<file path="config.mk">
export PLATFORM = sky130hd
export DESIGN_NAME = countdown_60
export DESIGN_NICKNAME = d
export VERILOG_FILES = /design/src/rtl/clock_pkg.sv /design/src/rtl/bcd_digit_dn.sv /design/src/rtl/countdown_60.sv
export SDC_FILE = /design/constraint.sdc
export NUM_CORES = 1
export LEC_CHECK = 0
export BUFFER_PORTS_ARGS = -buffer_cell sky130_fd_sc_hd__buf_4
export CORE_MARGIN = 3
export CORE_UTILIZATION = 49
export DETAILED_ROUTE_END_ITERATION = 12
export GPL_TIMING_DRIVEN = 0
export PLACE_DENSITY = 0.88
export SLEW_MARGIN = 10
export SYNTH_ARGS = -nofsm -noshare
export SYNTH_HDL_FRONTEND = slang
export SYNTH_SLANG_ARGS = --single-unit
</file>
<file path="constraint.sdc">
create_clock -name CP -period 2.43 [get_ports CP]
set_input_delay 0.3645 -clock CP [delete_from_list [all_inputs] [get_ports CP]]
set_output_delay 0.3645 -clock CP [all_outputs]
set_load 0.02 [all_outputs]
</file>
<file path="src/rtl/clock_pkg.sv">
// Shared BCD helpers for the clock/timer counters.
package clock_pkg;

    localparam int unsigned BCD_W = 4;
    localparam int unsigned CNT_W = 2 * BCD_W;

    // Tens digit of (modulus-1), used as the wrap target.
    function automatic logic [BCD_W-1:0] bcd_top_tens(input int unsigned modulus);
        return BCD_W'((modulus - 1) / 10);
    endfunction

    // Units digit of (modulus-1), used as the wrap target.
    function automatic logic [BCD_W-1:0] bcd_top_units(input int unsigned modulus);
        return BCD_W'((modulus - 1) % 10);
    endfunction

    // A nibble is a valid BCD digit when it is 0..9.
    function automatic logic is_bcd(input logic [BCD_W-1:0] nibble);
        return nibble <= BCD_W'(9);
    endfunction

endpackage

</file>
<file path="src/rtl/bcd_digit_dn.sv">
// One BCD down-counting digit with load and a programmable underflow target.
module bcd_digit_dn
    import clock_pkg::*;
(
    input  logic             clk,
    input  logic             rst_n,
    input  logic             en,
    input  logic             ld,
    input  logic [BCD_W-1:0] din,
    input  logic [BCD_W-1:0] top,
    output logic [BCD_W-1:0] q,
    output logic             borrow
);

    // Borrow when asked to decrement while already at zero.
    assign borrow = en & (q == '0);

    // Load has priority over decrement; zero reloads from top.
    always_ff @(posedge clk or negedge rst_n) begin
        if (!rst_n) begin
            q <= '0;
        end else if (ld) begin
            q <= din;
        end else if (en) begin
            if (q == '0) begin
                q <= top;
            end else begin
                q <= q - BCD_W'(1);
            end
        end
    end

endmodule

</file>
<file path="src/rtl/countdown_60.sv">
// Cascadable two-digit BCD modulo-MOD down-counter with load clamping.
module countdown_60
    import clock_pkg::*;
#(
    parameter int unsigned MOD  = 60,
    parameter bit          WRAP = 1'b1
) (
    input  logic             CP,
    input  logic             reset,
    input  logic             EN,
    input  logic             LD,
    input  logic [CNT_W-1:0] Din,
    output logic [CNT_W-1:0] Cnt,
    output logic             BO,
    output logic             ZERO,
    output logic             ERR
);

    localparam logic [BCD_W-1:0] TOP_TENS  = bcd_top_tens(MOD);
    localparam logic [BCD_W-1:0] TOP_UNITS = bcd_top_units(MOD);
    localparam logic [CNT_W-1:0] TOP_BIN   = CNT_W'(MOD - 1);

    logic [BCD_W-1:0] units_q;
    logic [BCD_W-1:0] tens_q;
    logic [BCD_W-1:0] units_top;
    logic [BCD_W-1:0] tens_top;
    logic             units_borrow;
    logic             tens_borrow;
    logic [CNT_W-1:0] din_bin;
    logic             din_legal;
    logic [CNT_W-1:0] load_val;

    // Load validation: both nibbles BCD and value within the modulus, else clamp to MOD-1.
    assign din_bin   = CNT_W'(Din[7:4]) * CNT_W'(10) + CNT_W'(Din[3:0]);
    assign din_legal = is_bcd(Din[7:4]) & is_bcd(Din[3:0]) & (din_bin <= TOP_BIN);
    assign load_val  = din_legal ? Din : {TOP_TENS, TOP_UNITS};

    // Units reload 9 when borrowing from tens; at 00 they wrap to MOD-1 or saturate.
    assign units_top = (tens_q != '0) ? BCD_W'(9) : (WRAP ? TOP_UNITS : '0);
    assign tens_top  = WRAP ? TOP_TENS : '0;

    bcd_digit_dn u_units (
        .clk    (CP),
        .rst_n  (reset),
        .en     (EN),
        .ld     (LD),
        .din    (load_val[3:0]),
        .top    (units_top),
        .q      (units_q),
        .borrow (units_borrow)
    );

    bcd_digit_dn u_tens (
        .clk    (CP),
        .rst_n  (reset),
        .en     (units_borrow),
        .ld     (LD),
        .din    (load_val[7:4]),
        .top    (tens_top),
        .q      (tens_q),
        .borrow (tens_borrow)
    );

    assign Cnt  = {tens_q, units_q};
    assign ZERO = (Cnt == '0);
    // tens_borrow is EN with both digits at zero; a load masks it.
    assign BO   = tens_borrow & ~LD;

    // Flag an illegal (clamped) load for exactly the cycle after it.
    always_ff @(posedge CP or negedge reset) begin
        if (!reset) begin
            ERR <= 1'b0;
        end else begin
            ERR <= LD & ~din_legal;
        end
    end

endmodule
</file>
After elaboration in Yosys (flattened, before gate mapping)
Index checks and enable logic that the tools add are counted.
{"block": "totals", "mem_bits_rw": 0, "in_bits": 12, "memories": 0, "latchBits": 0, "elab_cells": 30, "out_inout_bits": 11, "register_bits": 9, "romBits": 0}
{"block": "classes", "muxes": 7, "bitwise": 8, "order_cmp": 3, "reduce_logical": 5, "div": 0, "mul": 1, "n_shift": 0, "n_eq_ne": 0, "addsub": 3}
{"operator": "4-bit two-way mux", "count": 6}
{"operator": "8-bit by 4-bit adder with 8-bit output", "count": 1}
{"operator": "4-bit less-or-equal comparator (second input constant)", "count": 2}
{"operator": "8-bit by 6-bit less-or-equal comparator with 1-bit output (second input constant)", "count": 1}
{"operator": "4-bit zero test", "count": 2}
{"operator": "8-bit zero test", "count": 1}
{"operator": "8-bit two-way mux", "count": 1}
{"operator": "4-bit by 1-bit subtractor with 4-bit output (second input constant)", "count": 2}
{"operator": "4-bit by 3-bit multiplier with 7-bit output (second input constant)", "count": 1}
{"operator": "1-bit bitwise AND", "count": 6}
{"operator": "2-bit nonzero test", "count": 2}
{"operator": "1-bit NOT", "count": 2}

Depth between registers and ports, before layout
Gate-level depths: netlist of the first run.
{"block": "depth", "depth_word": 6, "depth_mapped": 9, "mapped_depth_nobuf": 9}

Hierarchy
From an unflattened synthesis of the first run, not the netlist that was laid out.
{"block": "hier_totals", "cells_unflattened": 121, "area_unflattened_um2": 1057.3}
{"mod": "bcd_digit_dn", "seq_area_each_um2": 100.1, "instances": 2, "area_each_um2": 310.3, "cells_per_inst": 35}
{"mod": "countdown_60", "seq_area_each_um2": 25.0, "instances": 1, "area_each_um2": 436.7, "cells_per_inst": 51}

Worst setup path before layout of the first run
OpenSTA, ideal clock, no wires.
{"block": "synth_path", "kind": "input port to flip-flop", "startpoint": "in Din[5]", "endpoint": "reg u_tens.q[0]", "arrival_ns": 2.586, "path_stages": 9, "setup_slack_ns": -0.305, "setup_ns": 0.148, "path_buffers": 0, "t_required_ns": 2.282, "path_cell_list": "ha_1 ha_1 inv_1 fa_1 nand2b_1 o311a_1 nor3_1 nor4b_2 a31oi_1"}
{"block": "synth_via", "elab_chain_len": 6, "elab_cells_between_ends": 8, "cone_classes": "add/sub (1); mul (1); order compare (2); mux (2); bitwise (2)"}
{"item": "from (decl)", "line_no": "countdown_60.sv:12", "rtl": "input logic [CNT_W-1:0] Din,"}
{"item": "4-bit by 3-bit multiplier with 7-bit output", "line_no": "countdown_60.sv:34", "rtl": "assign din_bin = CNT_W'(Din[7:4]) * CNT_W'(10) + CNT_W'(Din[3:0]);"}
{"item": "8-bit by 4-bit adder with 8-bit output", "line_no": "countdown_60.sv:34"}
{"item": "8-bit by 6-bit less-or-equal comparator with 1-bit output", "line_no": "countdown_60.sv:35", "rtl": "assign din_legal = is_bcd(Din[7:4]) & is_bcd(Din[3:0]) & (din_bin <= TOP_BIN);"}
{"item": "1-bit bitwise AND *", "line_no": "countdown_60.sv:35"}
{"item": "8-bit two-way mux *", "line_no": "countdown_60.sv:36", "rtl": "assign load_val = din_legal ? Din : {TOP_TENS, TOP_UNITS};"}
{"item": "4-bit two-way mux *", "line_no": "bcd_digit_dn.sv:22", "rtl": "end else if (ld) begin"}
{"item": "to (signal assigned)", "line_no": "bcd_digit_dn.sv:23", "rtl": "q <= din;"}
{"item": "to (signal assigned)", "line_no": "bcd_digit_dn.sv:26", "rtl": "q <= top;"}
{"item": "to (signal assigned)", "line_no": "bcd_digit_dn.sv:28", "rtl": "q <= q - BCD_W'(1);"}
{"item": "to (decl)", "line_no": "bcd_digit_dn.sv:11", "rtl": "output logic [BCD_W-1:0] q,"}
Mark *: on every way between the ends. The rest lies on a longest branch, timed or not.
A chain may end at the register's enable or synchronous reset.

Worst setup path after layout of the first run
{"block": "layout_path", "startpoint": "in Din[5]", "endpoint": "reg u_units.q[2]"}
{"block": "layout_via", "elab_chain_len": 6, "elab_cells_between_ends": 8, "cone_classes": "add/sub (1); mul (1); order compare (2); mux (2); bitwise (2)"}
{"item": "4-bit by 3-bit multiplier with 7-bit output", "line_no": "countdown_60.sv:34"}
{"item": "8-bit by 4-bit adder with 8-bit output", "line_no": "countdown_60.sv:34"}
{"item": "8-bit by 6-bit less-or-equal comparator with 1-bit output", "line_no": "countdown_60.sv:35"}
{"item": "1-bit bitwise AND *", "line_no": "countdown_60.sv:35"}
{"item": "8-bit two-way mux *", "line_no": "countdown_60.sv:36"}
{"item": "4-bit two-way mux *", "line_no": "bcd_digit_dn.sv:22"}
{"item": "to (signal assigned)", "line_no": "bcd_digit_dn.sv:23"}
{"item": "to (signal assigned)", "line_no": "bcd_digit_dn.sv:26"}
{"item": "to (signal assigned)", "line_no": "bcd_digit_dn.sv:28"}
{"item": "to (decl)", "line_no": "bcd_digit_dn.sv:11"}
Marked as above.

==> results of run 1 <==
## per-stage QoR
stage / cell area (um^2) / std cells / hold WS (ns) / setup WS (ns) / total power [uW]
floorplan: 826 / 91 / 0.0689 / -0.101 / 335
global placement: 1000 / 127 / 0.189 / -0.483 / 404
detailed placement: 1000 / 127 / 0.190 / -0.490 / 415
CTS: 1070 / 134 / 0.358 / 0.0203 / 540
global route: 1140 / 140 / 0.370 / -0.0748 / 593
finish: 1140 / 140 / 0.358 / 0.0394 / 559
## what timing repair did
item	in CTS	in global routing
gates cloned	1	0
hold buffers	1	0
endpoints found under the hold margin	9	0
setup endpoints to repair	9	9
setup buffers	1	6
pin swaps	4	3
resized for setup	4	7
## worst max-delay path: cells and delay by family
family	cells	cell delay (ns)
fa+ha+maj	3	0.87
simple gates	3	0.54
compound gates	2	0.48
buf+inv	3	0.32
## Yosys cell counts, drive strengths merged (3+ instances only)
master	n
a31o	4
a31oi	4
nor3	5
xnor2	3
nand2	8
nor2	8
nor4	4
xor2	3
ha	7
o21ai	5
dfrtp	9
a21oi	4
inv	7
## registers in the layout (all words and copies together) (netlist names)
name and flops:
ERR 1, u_tens.q 4, u_units.q 4
## worst paths after layout
path / depth (start not counted) / slack (ns) / startpoint / end
worst max-delay path: 11 / 0.04 / Din[5] / u_units.q[2]$_DFFE_PN0P_
worst min-delay path: 3 / 0.36 / Din[0] / u_units.q[0]$_DFFE_PN0P_
worst max register to register: 6 / 0.30 / u_units.q[1]$_DFFE_PN0P_ / u_tens.q[1]$_DFFE_PN0P_
worst min register to register: 3 / 0.66 / u_units.q[0]$_DFFE_PN0P_ / u_units.q[0]$_DFFE_PN0P_
max in group asynchronous: 2 / 1.82 / reset / u_units.q[1]$_DFFE_PN0P_
min in group asynchronous: 2 / 0.48 / reset / u_tens.q[1]$_DFFE_PN0P_
## metal layers
| metal | vias up | part of all wire (%) |
|---|---|---|
| li1 | 397 | - |
| met1 | 371 | 43 |
| met2 | 28 | 50 |
| met3 | 0 | 6.6 |
| met4 | 0 | 0 |
| met5 | - | 0 |
## power by group
group | switching, uW | leakage [uW] | internal (uW)
Clock | 51.9 | 0.0000150 | 63.3
Sequential | 24.0 | 0.000105 | 168
Combinational | 127 | 0.000415 | 125
Total | 203 | 0.000535 | 356
## area by class of cell
class	count	area [um^2]	share of cell area [%]
inverter	7	26.3	2.30
multi-input combinational	72	577	50.4
sequential	9	225	19.7
tap	15	18.8	1.64
timing repair buffer	30	256	22.4
buffer	3	13.8	1.20
clock buffer	4	26.3	2.30
## cell families (layout without fill, tap and decap cells)
| logic type | Yosys count | after routing | synth area share [%] |
|---|---|---|---|
| xor gates and xnor gates | 6 | 6 | 6.70 |
| and+or+nand+nor | 35 | 35 | 24.4 |
| AOI/OAI and AO/OA | 22 | 22 | 18.8 |
| adders and majority gates | 9 | 9 | 16.3 |
| buffers and inverters | 10 | 44 | 5.10 |
| DFF | 9 | 9 | 28.7 |
==> metrics.csv, run 1 <==
stage,metric,value,unit
synthesis,Unique masters post-synth,31,
synthesis,top post-synthesis cells by area,"dfrtp_1 (29%), ha_1 (11%), fa_1 (5.1%)",
setup_path,crit path kind,in2reg,
setup_path,CP arrival,2.59,ns
setup_path,crit start category,input pin,
route,Pre-antenna DRT Iters,4,
setup_path,crit-path cells,buf_12 > ha_4 > ha_4 > inv_2 > fa_1 > nand2b_4 > o311a_1 > nor3_2 > nor4b_4 > buf_4 > a31o_2,
finish,highest-count cells in the layout ignoring fill and taps,"buf_4 (26), dfrtp_1 (9), nor2_1 (8), nand2_1 (8), inv_1 (6)",
finish,Antenna Cells,0,
clock_tree,clk slew on worst S/H paths,0.06,ns
die,Die Width,46.0,um
run_status,outcome,completed,
synthesis,yosys warns,0,
finish,"leading cell type in the layout, fill and taps excluded",buf_4,
timing,Max Clk Rate,418,MHz
setup_path,Critical Path RT,2.63,ns
finish,Fillers,87,
clock_tree,clock sink count,9,
clock_tree,clock root cell,clkbuf_4,
synthesis,Async SR Flop Fraction,100,%
global_route,GRT met3 Usage,2.37,%
synthesis,Seq cells post-synth,9,
synthesis,top-area cell type share of the netlist area,28.7,%
clock_tree,TritonCTS buffer count,3,
finish,share of post-route cells with drive strength above 1,36.8,%
clock_tree,CTS tree,yes,
run,max cap viols,0,
setup_path,slowest cell on the critical path,fa_1,
finish,Area Overhead vs Synth,45.8,%
route,routed len/inst,14.5,um
clock_tree,Longest Clk Path Bufs,2,
timing,Fin Setup TNS,0,ns
finish,final core utilization,81.8,%
synthesis,Mapped Nets,112,
power_and_ir_drop,Power Density,489,nW/um^2
timing,RSZ-0062 raised after global routing,yes,
global_route,total grt overflow,0,
die,Core ar.,1400,um^2
timing,Clock Skew,0.00464,ns
synthesis,post-synth top area cell,dfrtp_1,
synthesis,Syn Inst Count,91,
setup_path,CP most frequent cell,ha_4,
route,Initial DRC Count,15,
global_route,gr usage total,20.6,%
die,DIE AREA,2120,um^2
global_route,largest net degree at the start of global routing,11,
die,Initial Util,56.1,%
power_and_ir_drop,P_leak,0.000535,uW
timing,worst rel slew slack,72.2,%
clock_tree,Clock Latency Late Sink,0.26,ns
clock_tree,CTS HTree Levels,1,
timing,Least-Margin Pin Slew,0.415,ns
placed_design,Detail Placement HPWL,1470,um
setup_path,CP Capture Type,flip-flop,
synthesis,"Seq/Total Area, Yosys",28.7,%
setup_path,worst-path maximum fanout,4,
timing,Final Hold Vio Count,0,
timing,post-layout min period,2.39,ns
synthesis,Post-synth EDFFs,0,
synthesis,Synth Flop Type,dfrtp_1,
route,post-route ant nets,0,
die,# IOs,23,
power_and_ir_drop,Peak VDD IR,0.453,mV
global_route,GR peak layer,met2,
route,Routed WL,2030,um
timing,part of the cycle the worst path needs,98.4,%
route,DR vias,796,
global_route,first-pass GRT wire length,3200,um
finish,nets,147,
setup_path,Critical Path Max Stage Delay,0.49,ns
global_route,number of global-route vias before repair,734,
global_route,met2 Resource Use GR,34.3,%
worst_hold_path,min-delay worst type,in2reg,
placed_design,IO Port Bufs,21,
timing,final setup violation count,0,
route,Vias per Instance,5.69,
timing,Max Slew Vio Count,0,
global_route,initial antenna violation count,0,
synthesis,cell area after synthesis,785,um^2
synthesis,Mean Syn Cell Area,8.62,um^2
global_route,met1 Use GR,28.0,%
die,Die H,46.0,um
placed_design,final RePlAce weighted congestion,0.763,
die,FP Rows,13,
route,DRC,0,
(Power assumes the default switching activity.)
==> run 2, diff against run 1 <==
- CORE_ASPECT_RATIO: not set -> 0.7
- PLACE_DENSITY: 0.88 -> 0.85
- SYNTH_HIERARCHICAL: not set -> 1
==> run 2 against run 1 <==
Net effect: count of clock-buffer cells in the layout stayed put; clock power down 3%; critical path type unchanged; hold slack improved by 0.068 ns; the run now ends with setup timing left; synthesized area rose by 35%; core utilization shrank 6.0 points; clock skew up 0.0034 ns; sequential share of layout area shrank 4.5 points; fmax decreased by 10%; via count rose by 32%; global-route usage is 0.48 points higher; flip-flop and latch count did not move; sequential power rose by 4%.
==> metrics.csv, run 2 <==
stage,metric,value,unit,change
setup_path,CP Capture Type,flip-flop,,unchanged
placed_design,Detail Placement HPWL,2000,um,was 1470 um
finish,"leading cell type in the layout, fill and taps excluded",buf_4,,unchanged
die,# IOs,23,,unchanged
setup_path,Critical Path RT,2.56,ns,was 2.63 ns
route,post-route ant nets,0,,unchanged
setup_path,Reg2Reg Depth,7,,was 6
run_status,violated checks,setup timing,,
timing,final worst setup slack,-0.229,ns,was 0.0394 ns
timing,Max Slew Vio Count,0,,unchanged
setup_path,worst flop-to-flop path startpoint,u_units/q[1]$_DFFE_PN0P_,,was u_units.q[1]$_DFFE_PN0P_
route,DRC,0,,unchanged
power_and_ir_drop,switching share of power,38.8,%,was 36.2%
die,Die H,44.9,um,was 46.0 um
synthesis,cell area after synthesis,1060,um^2,was 785 um^2
setup_path,CP arrival,2.79,ns,was 2.59 ns
timing,Hold Slack,0.426,ns,was 0.358 ns
setup_path,reg2reg end,u_tens/q[3]$_DFFE_PN0P_,,was u_tens.q[1]$_DFFE_PN0P_
die,Core ar.,1950,um^2,was 1400 um^2
clock_tree,Clock Latency Late Sink,0.25,ns,was 0.26 ns
clock_tree,clock sink count,9,,unchanged
synthesis,top post-synthesis cells by area,"dfrtp_1 (21%), ha_1 (11%), a21oi_1 (4.7%)",,"was dfrtp_1 (29%), ha_1 (11%), fa_1 (5.1%)"
global_route,total grt overflow,0,,unchanged
route,Pre-antenna DRT Iters,4,,unchanged
timing,Clock Skew,0.00808,ns,was 0.00464 ns
finish,final core utilization,75.7,%,was 81.8%
timing,post-layout min period,2.66,ns,was 2.39 ns
synthesis,Mean Syn Cell Area,8.74,um^2,was 8.62 um^2
power_and_ir_drop,Internal,394,uW,was 356 uW
synthesis,Synth Flop Type,dfrtp_1,,unchanged
global_route,first-pass GRT wire length,4410,um,was 3200 um
worst_hold_path,hold path cells,2,,was 3
synthesis,Post-synth EDFFs,0,,unchanged
power_and_ir_drop,Gate power share,51.7,%,was 45.0%
placed_design,IO Port Bufs,22,,was 21
clock_tree,Longest Clk Path Bufs,2,,unchanged
clock_tree,TritonCTS buffer count,3,,unchanged
setup_path,R2R setup slack,0.34,ns,was 0.30 ns
power_and_ir_drop,P_sw,250,uW,was 203 uW
timing,final setup violation count,8,,was 0
power_and_ir_drop,Peak VDD IR,0.187,mV,was 0.453 mV
synthesis,post-synth top area cell,dfrtp_1,,unchanged
power_and_ir_drop,total power,644,uW,was 559 uW
timing,Max Clk Rate,376,MHz,was 418 MHz
finish,biggest regs,"u_tens/q: 4 flops, u_units/q: 4 flops, ERR: 1 flops",,"was u_tens.q: 4 flops, u_units.q: 4 flops, ERR: 1 flops"
route,Routed WL,2710,um,was 2030 um
clock_tree,clock root cell,clkbuf_4,,unchanged
die,FP Rows,13,,unchanged
die,Die Width,61.5,um,was 46.0 um
power_and_ir_drop,Reg power frac,31.1,%,was 34.4%
finish,Antenna Cells,0,,unchanged
timing,RSZ-0062 raised after global routing,yes,,unchanged
synthesis,top-area cell type share of the netlist area,21.3,%,was 28.7%
synthesis,Seq cells post-synth,9,,unchanged
worst_hold_path,min-delay worst type,in2reg,,unchanged
clock_tree,CTS HTree Levels,1,,unchanged
clock_tree,clk slew on worst S/H paths,0.06,ns,about the same
die,DIE AREA,2760,um^2,was 2120 um^2
setup_path,worst-path maximum fanout,5,,was 4
timing,part of the cycle the worst path needs,109,%,was 98.4%
setup_path,crit path kind,in2reg,,unchanged
global_route,number of global-route vias before repair,987,,was 734
placed_design,final RePlAce weighted congestion,0.817,,was 0.763
synthesis,Syn Inst Count,121,,was 91
route,Initial DRC Count,54,,was 15
die,Initial Util,54.2,%,was 56.1%
synthesis,yosys warns,6,,was 0
global_route,gr usage total,21.1,%,was 20.6%
synthesis,Async SR Flop Fraction,100,%,unchanged
synthesis,list of most frequent post-synthesis cells,"inv_1 (13), a21oi_1 (10), dfrtp_1 (9), ha_1 (9), nor2b_1 (7)",,"was dfrtp_1 (9), nand2_1 (8), nor2_1 (8), ha_1 (7), inv_1 (7)"
route,DR vias,1050,,was 796
finish,share of post-route cells with drive strength above 1,34.6,%,was 36.8%
run,max cap viols,0,,unchanged
synthesis,Unique masters post-synth,39,,was 31
power_and_ir_drop,Clock Power Share,17.3,%,was 20.6%
power_and_ir_drop,P_leak,0.000660,uW,was 0.000535 uW
global_route,initial antenna violation count,0,,unchanged
finish,nets,186,,was 147
finish,Area Overhead vs Synth,39.8,%,was 45.8%
route,routed len/inst,14.7,um,was 14.5 um
worst_hold_path,hold path endpoint,ERR$_DFF_PN0_,,was u_units.q[0]$_DFFE_PN0P_
power_and_ir_drop,Power Density,436,nW/um^2,was 489 nW/um^2
finish,highest-count cells in the layout ignoring fill and taps,"buf_4 (26), inv_1 (12), a21oi_1 (10)",,"was buf_4 (26), dfrtp_1 (9), nor2_1 (8), nand2_1 (8), inv_1 (6)"
worst_hold_path,worst hold start,LD,,was Din[0]
clock_tree,CTS tree,yes,,unchanged
synthesis,"Seq/Total Area, Yosys",21.3,%,was 28.7%
synthesis,top-count cell post-synth,inv_1,,was dfrtp_1
global_route,largest net degree at the start of global routing,10,,was 11
timing,Final Hold Vio Count,0,,unchanged
run_status,outcome,"finished, violations left",,was completed
route,Vias per Instance,5.71,,was 5.69
setup_path,crit start category,input pin,,unchanged
run 2: cell count changes in the layout (fill, tap and decap cells not counted), sizes merged, moves of 4 or more:
cell	previous run	this run
a31oi	4	0
conb	0	8
a31o	4	0
inv	7	13
a21oi	4	11
nor4	4	0
nor2b	1	7
and3	0	5
nor2	8	3
or4b	0	4
run 2: cells by family after synthesis:
logic type | share of synthesized area, %
flip-flops | 21.3
XOR/XNOR | 2.49
AO/OA/AOI/OAI | 23.7
adder cells (fa/ha/maj) | 15.5
multiplexers | 2.84
other | 0.710
AND/OR/NAND/NOR | 28.2
buffers and inverters | 5.33
run 2: how the worst max path moves through the flow:
stage	from	end	slack [ns]	depth (start not counted)
floorplan	Din[7]	u_tens/q[0]$_DFFE_PN0P_	-0.22	12
global placement	Din[7]	u_units/q[3]$_DFFE_PN0P_	-0.56	12
detailed placement	Din[7]	u_units/q[3]$_DFFE_PN0P_	-0.63	12
CTS	Din[7]	u_units/q[0]$_DFFE_PN0P_	-0.18	13
global route	Din[7]	u_units/q[0]$_DFFE_PN0P_	-0.28	13
finish	Din[7]	u_units/q[0]$_DFFE_PN0P_	-0.23	13
run 2: worst max-delay path, stage by stage:
cell and delay, ns:
buf_12 0.10, ha_4 0.23, ha_4 0.17, inv_2 0.06, fa_2 0.48, and3_1 0.20, o211a_1 0.21, maj3_2 0.35
o21ai_4 0.19, nand3b_1 0.11, nand2b_4 0.17, o31ai_2 0.07, a21oi_1 0.08
run 2: cell type report:
| class | count | area, um^2 |
|---|---|---|
| plain buffers | 2 | 7.51 |
| clock buffers | 4 | 26.3 |
| flip-flops and latches | 9 | 225 |
| inverters | 13 | 48.8 |
| multi-input cells | 104 | 882 |
| fillers | 132 | 474 |
| well taps | 22 | 27.5 |
| repair buffers | 30 | 260 |
run 2: stage by stage:
stage / worst slack, ns / cell area [um^2] / TNS, ns / std cells
after floorplan: -0.216 / 1100 / -1.26 / 127
after global placement: -0.561 / 1300 / -4.16 / 171
after detailed placement: -0.634 / 1300 / -4.80 / 171
after CTS: -0.179 / 1460 / -1.15 / 183
after global routing: -0.281 / 1480 / -2.00 / 184
final: -0.229 / 1480 / -1.48 / 184
run 2: power groups by stage:
stage	sequential (uW)	combinational (uW)	clock, uW
floorplan	215	160	0
finish	200	333	111
global placement	200	257	0
detailed placement	202	269	0
global route	205	360	125
CTS	200	319	113
run 2: routing by layer:
| layer | vias to the layer above | GRT usage [%] | share of wire (%) |
|---|---|---|---|
| li1 | 517 | - | - |
| met1 | 496 | 30.0 | 45 |
| met2 | 37 | 35.3 | 49 |
| met3 | 0 | 1.71 | 5.7 |
| met4 | 0 | 3.81 | 0 |
| met5 | - | 0 | 0 |
run 2: timing repair:
| action | 4_1_cts | 5_1_grt |
|---|---|---|
| endpoints found under the hold margin | 9 | 0 |
| gates cloned | 1 | 0 |
| buffers inserted | 6 | 1 |
| hold buffers | 1 | 0 |
| gates resized for setup | 12 | 4 |
| setup endpoints to repair | 9 | 10 |
| pin swaps | 10 | 0 |
==> run 3, diff against run 2 <==
--- a/config.mk
+++ b/config.mk
@@ -9,8 +9,7 @@
 export CORE_ASPECT_RATIO = 0.7
 export CORE_MARGIN = 3
-export CORE_UTILIZATION = 49
+export CORE_UTILIZATION = 35
 export DETAILED_ROUTE_END_ITERATION = 12
 export GPL_TIMING_DRIVEN = 0
-export PLACE_DENSITY = 0.85
 export SLEW_MARGIN = 10
 export SYNTH_ARGS = -nofsm -noshare
==> constraint.sdc (replaced) <==
create_clock -name CP -period 2.43 [get_ports CP]
set_input_delay 0.3645 -clock CP [delete_from_list [all_inputs] [get_ports CP]]
set_output_delay 0.3645 -clock CP [all_outputs]
set_load 0.01 [all_outputs]
==> run 3 against run 2 <==
Net effect: the run still ends with setup timing left; non-clock buffer count is 2 lower; flip-flop and latch count stayed put; wire length is 3.5% lower; cell count is 6.0% higher; sequential share of layout area is 0.22 points lower; count of clock-buffer cells in the layout stayed put; clock skew is 0.0058 ns lower; global-route usage is 5.4 points lower; fmax is 1.4% higher; clock power is 57% higher; core utilization is 23 points lower; final area is 1.4% higher; critical path type unchanged.
==> metrics.csv, run 3 (synthesis results as in run 2) <==
stage,metric,value,unit,change
clock_tree,clk slew on worst S/H paths,0.04,ns,was 0.06 ns
clock_tree,clock sink count,9,,unchanged
global_route,number of global-route vias before repair,957,,was 987
placed_design,worst slack at placement,-0.550,ns,was -0.634 ns
worst_hold_path,min-delay worst type,in2reg,,unchanged
setup_path,Critical Path RT,2.54,ns,was 2.56 ns
run,max cap viols,0,,unchanged
finish,Antenna Cells,0,,unchanged
global_route,gr usage total,15.7,%,was 21.1%
setup_path,CP most frequent cell,ha_4,,unchanged
die,# IOs,23,,unchanged
clock_tree,CTS HTree Levels,1,,unchanged
finish,area of the multi-input gates,883,um^2,was 882 um^2
power_and_ir_drop,Power Density,445,nW/um^2,was 436 nW/um^2
global_route,initial antenna violation count,0,,unchanged
die,Die H,52.0,um,was 44.9 um
timing,RSZ-0062 raised after global routing,yes,,unchanged
power_and_ir_drop,Peak VDD IR,0.144,mV,was 0.187 mV
timing,Max Slew Vio Count,0,,unchanged
setup_path,worst flop-to-flop path startpoint,u_units/q[0]$_DFFE_PN0P_,,was u_units/q[1]$_DFFE_PN0P_
run_status,violated checks,setup timing,,unchanged
route,DRC,0,,unchanged
timing,Final Hold Vio Count,0,,unchanged
setup_path,crit start category,input pin,,unchanged
setup_path,crit path kind,in2reg,,unchanged
die,Core ar.,2840,um^2,was 1950 um^2
finish,nets,183,,was 186
setup_path,slowest cell on the critical path,fa_2,,unchanged
timing,Fin Setup TNS,-1.25,ns,was -1.48 ns
clock_tree,CTS tree,yes,,unchanged
placed_design,Detail Placement HPWL,1950,um,was 2000 um
global_route,total grt overflow,0,,unchanged
timing,part of the cycle the worst path needs,108,%,was 109%
finish,biggest regs,"u_tens/q: 4 flops, u_units/q: 4 flops, ERR: 1 flops",,unchanged
route,Routed WL,2610,um,was 2710 um
route,Vias per Instance,5.19,,was 5.71
finish,Fillers,279,,was 132
placed_design,final RePlAce weighted congestion,0.783,,was 0.817
timing,Max Clk Rate,381,MHz,was 376 MHz
route,DR vias,1013,,was 1050
worst_hold_path,worst hold start,LD,,unchanged
die,Die Width,71.7,um,was 61.5 um
timing,final setup violation count,9,,was 8
finish,final core utilization,52.7,%,was 75.7%
clock_tree,Longest Clk Path Bufs,2,,unchanged
setup_path,CP Capture Type,flip-flop,,unchanged
clock_tree,Clock Latency Late Sink,0.24,ns,was 0.25 ns
finish,share of post-route cells with drive strength above 1,35.8,%,was 34.6%
timing,Clock Skew,0.00225,ns,was 0.00808 ns
setup_path,worst-path maximum fanout,8,,was 5
timing,post-layout min period,2.62,ns,was 2.66 ns
route,post-route ant nets,0,,unchanged
route,Initial DRC Count,34,,was 54
setup_path,Critical Path Max Stage Delay,0.47,ns,was 0.48 ns
finish,highest-count cells in the layout ignoring fill and taps,"buf_4 (24), inv_1 (12), dfrtp_1 (9)",,"was buf_4 (26), inv_1 (12), a21oi_1 (10)"
setup_path,R2R setup slack,0.35,ns,was 0.34 ns
die,Initial Util,37.2,%,was 54.2%
placed_design,IO Port Bufs,22,,unchanged
setup_path,crit-path leading delay family,adder cells,,unchanged
die,DIE AREA,3730,um^2,was 2760 um^2
setup_path,buffer and inverter count on the worst path,2,,unchanged
clock_tree,clock root cell,clkbuf_8,,was clkbuf_4
timing,Hold Slack,0.439,ns,was 0.426 ns
timing,final worst setup slack,-0.192,ns,was -0.229 ns
setup_path,CP arrival,2.73,ns,was 2.79 ns
global_route,largest net degree at the start of global routing,10,,unchanged
power_and_ir_drop,total power,667,uW,was 644 uW
route,routed len/inst,13.4,um,was 14.7 um
power_and_ir_drop,P_leak,0.000656,uW,was 0.000660 uW
setup_path,crit-path cells,buf_12 > ha_4 > ha_4 > inv_4 > fa_2 > and3_4 > o211a_1 > maj3_2 > o21ai_4 > nand3b_1 > a22oi_2 > o21ai_1,,was buf_12 > ha_4 > ha_4 > inv_2 > fa_2 > and3_1 > o211a_1 > maj3_2 > o21ai_4 > nand3b_1 > nand2b_4 > o31ai_2 > a21oi_1
finish,Area Overhead vs Synth,41.8,%,was 39.8%
global_route,first-pass GRT wire length,4530,um,was 4410 um
finish,Reg area,225,um^2,unchanged
run_status,outcome,"finished, violations left",,unchanged
finish,"leading cell type in the layout, fill and taps excluded",buf_4,,unchanged
die,FP Rows,16,,was 13
clock_tree,TritonCTS buffer count,3,,unchanged
route,Pre-antenna DRT Iters,4,,unchanged
setup_path,crit path from,Din[7],,unchanged
==> run 3: changes by cell type in the layout (fill, tap and decap cells not counted), moves of 2 or more <==
cell / before / now
a21oi_2: 1 / 3
a21oi_1: 10 / 8
clkbuf_4: 3 / 0
buf_4: 26 / 24
clkbuf_8: 0 / 3
==> run 3: per-stage QoR <==
step / cells / cell area [um^2]
finish: 195 / 1500
global route: 195 / 1500
CTS: 194 / 1450
detailed placement: 185 / 1320
global placement: 185 / 1320
floorplan: 127 / 1100
==> run 3: what timing repair did <==
| action | in CTS | in global routing |
|---|---|---|
| gates resized for setup | 11 | 11 |
| setup buffers | 4 | 1 |
| setup endpoints to repair | 9 | 10 |
| hold buffers | 1 | 0 |
| pin swaps | 8 | 7 |
| endpoints found under the hold margin | 9 | 0 |
==> run 3: layout make-up <==
class,instances,area share (%)
Sequential cell,9,15.0
Inverter,13,3.42
Timing Repair Buffer,28,16.1
Tap cell,36,3.01
Multi-Input combinational cell,103,58.9
Clock buffer,4,3.01
Buffer,2,0.501
==> run 3: per-layer routing <==
layer  vias up  global-route usage [%]  share of wire, %
met1       471                    21.8                51
met4         0                    5.63               1.4
li1        515                       -                 -
met5         -                       0                 0
met2        23                    23.2                43
met3         4                    4.25               4.6
==> run 3: final timing paths <==
check / to / depth (start not counted)
worst max register to register: u_tens/q[3]$_DFFE_PN0P_ / 7
max in group asynchronous: u_units/q[0]$_DFFE_PN0P_ / 2
min in group asynchronous: ERR$_DFF_PN0_ / 2
worst min register to register: u_tens/q[3]$_DFFE_PN0P_ / 3
worst min-delay path: ERR$_DFF_PN0_ / 2
worst max-delay path: u_units/q[3]$_DFFE_PN0P_ / 12
==> run 3: power by group <==
group | internal (uW) | switching (uW)
Combinational | 150 | 141
Clock | 114 | 59.9
Sequential | 168 | 33.2
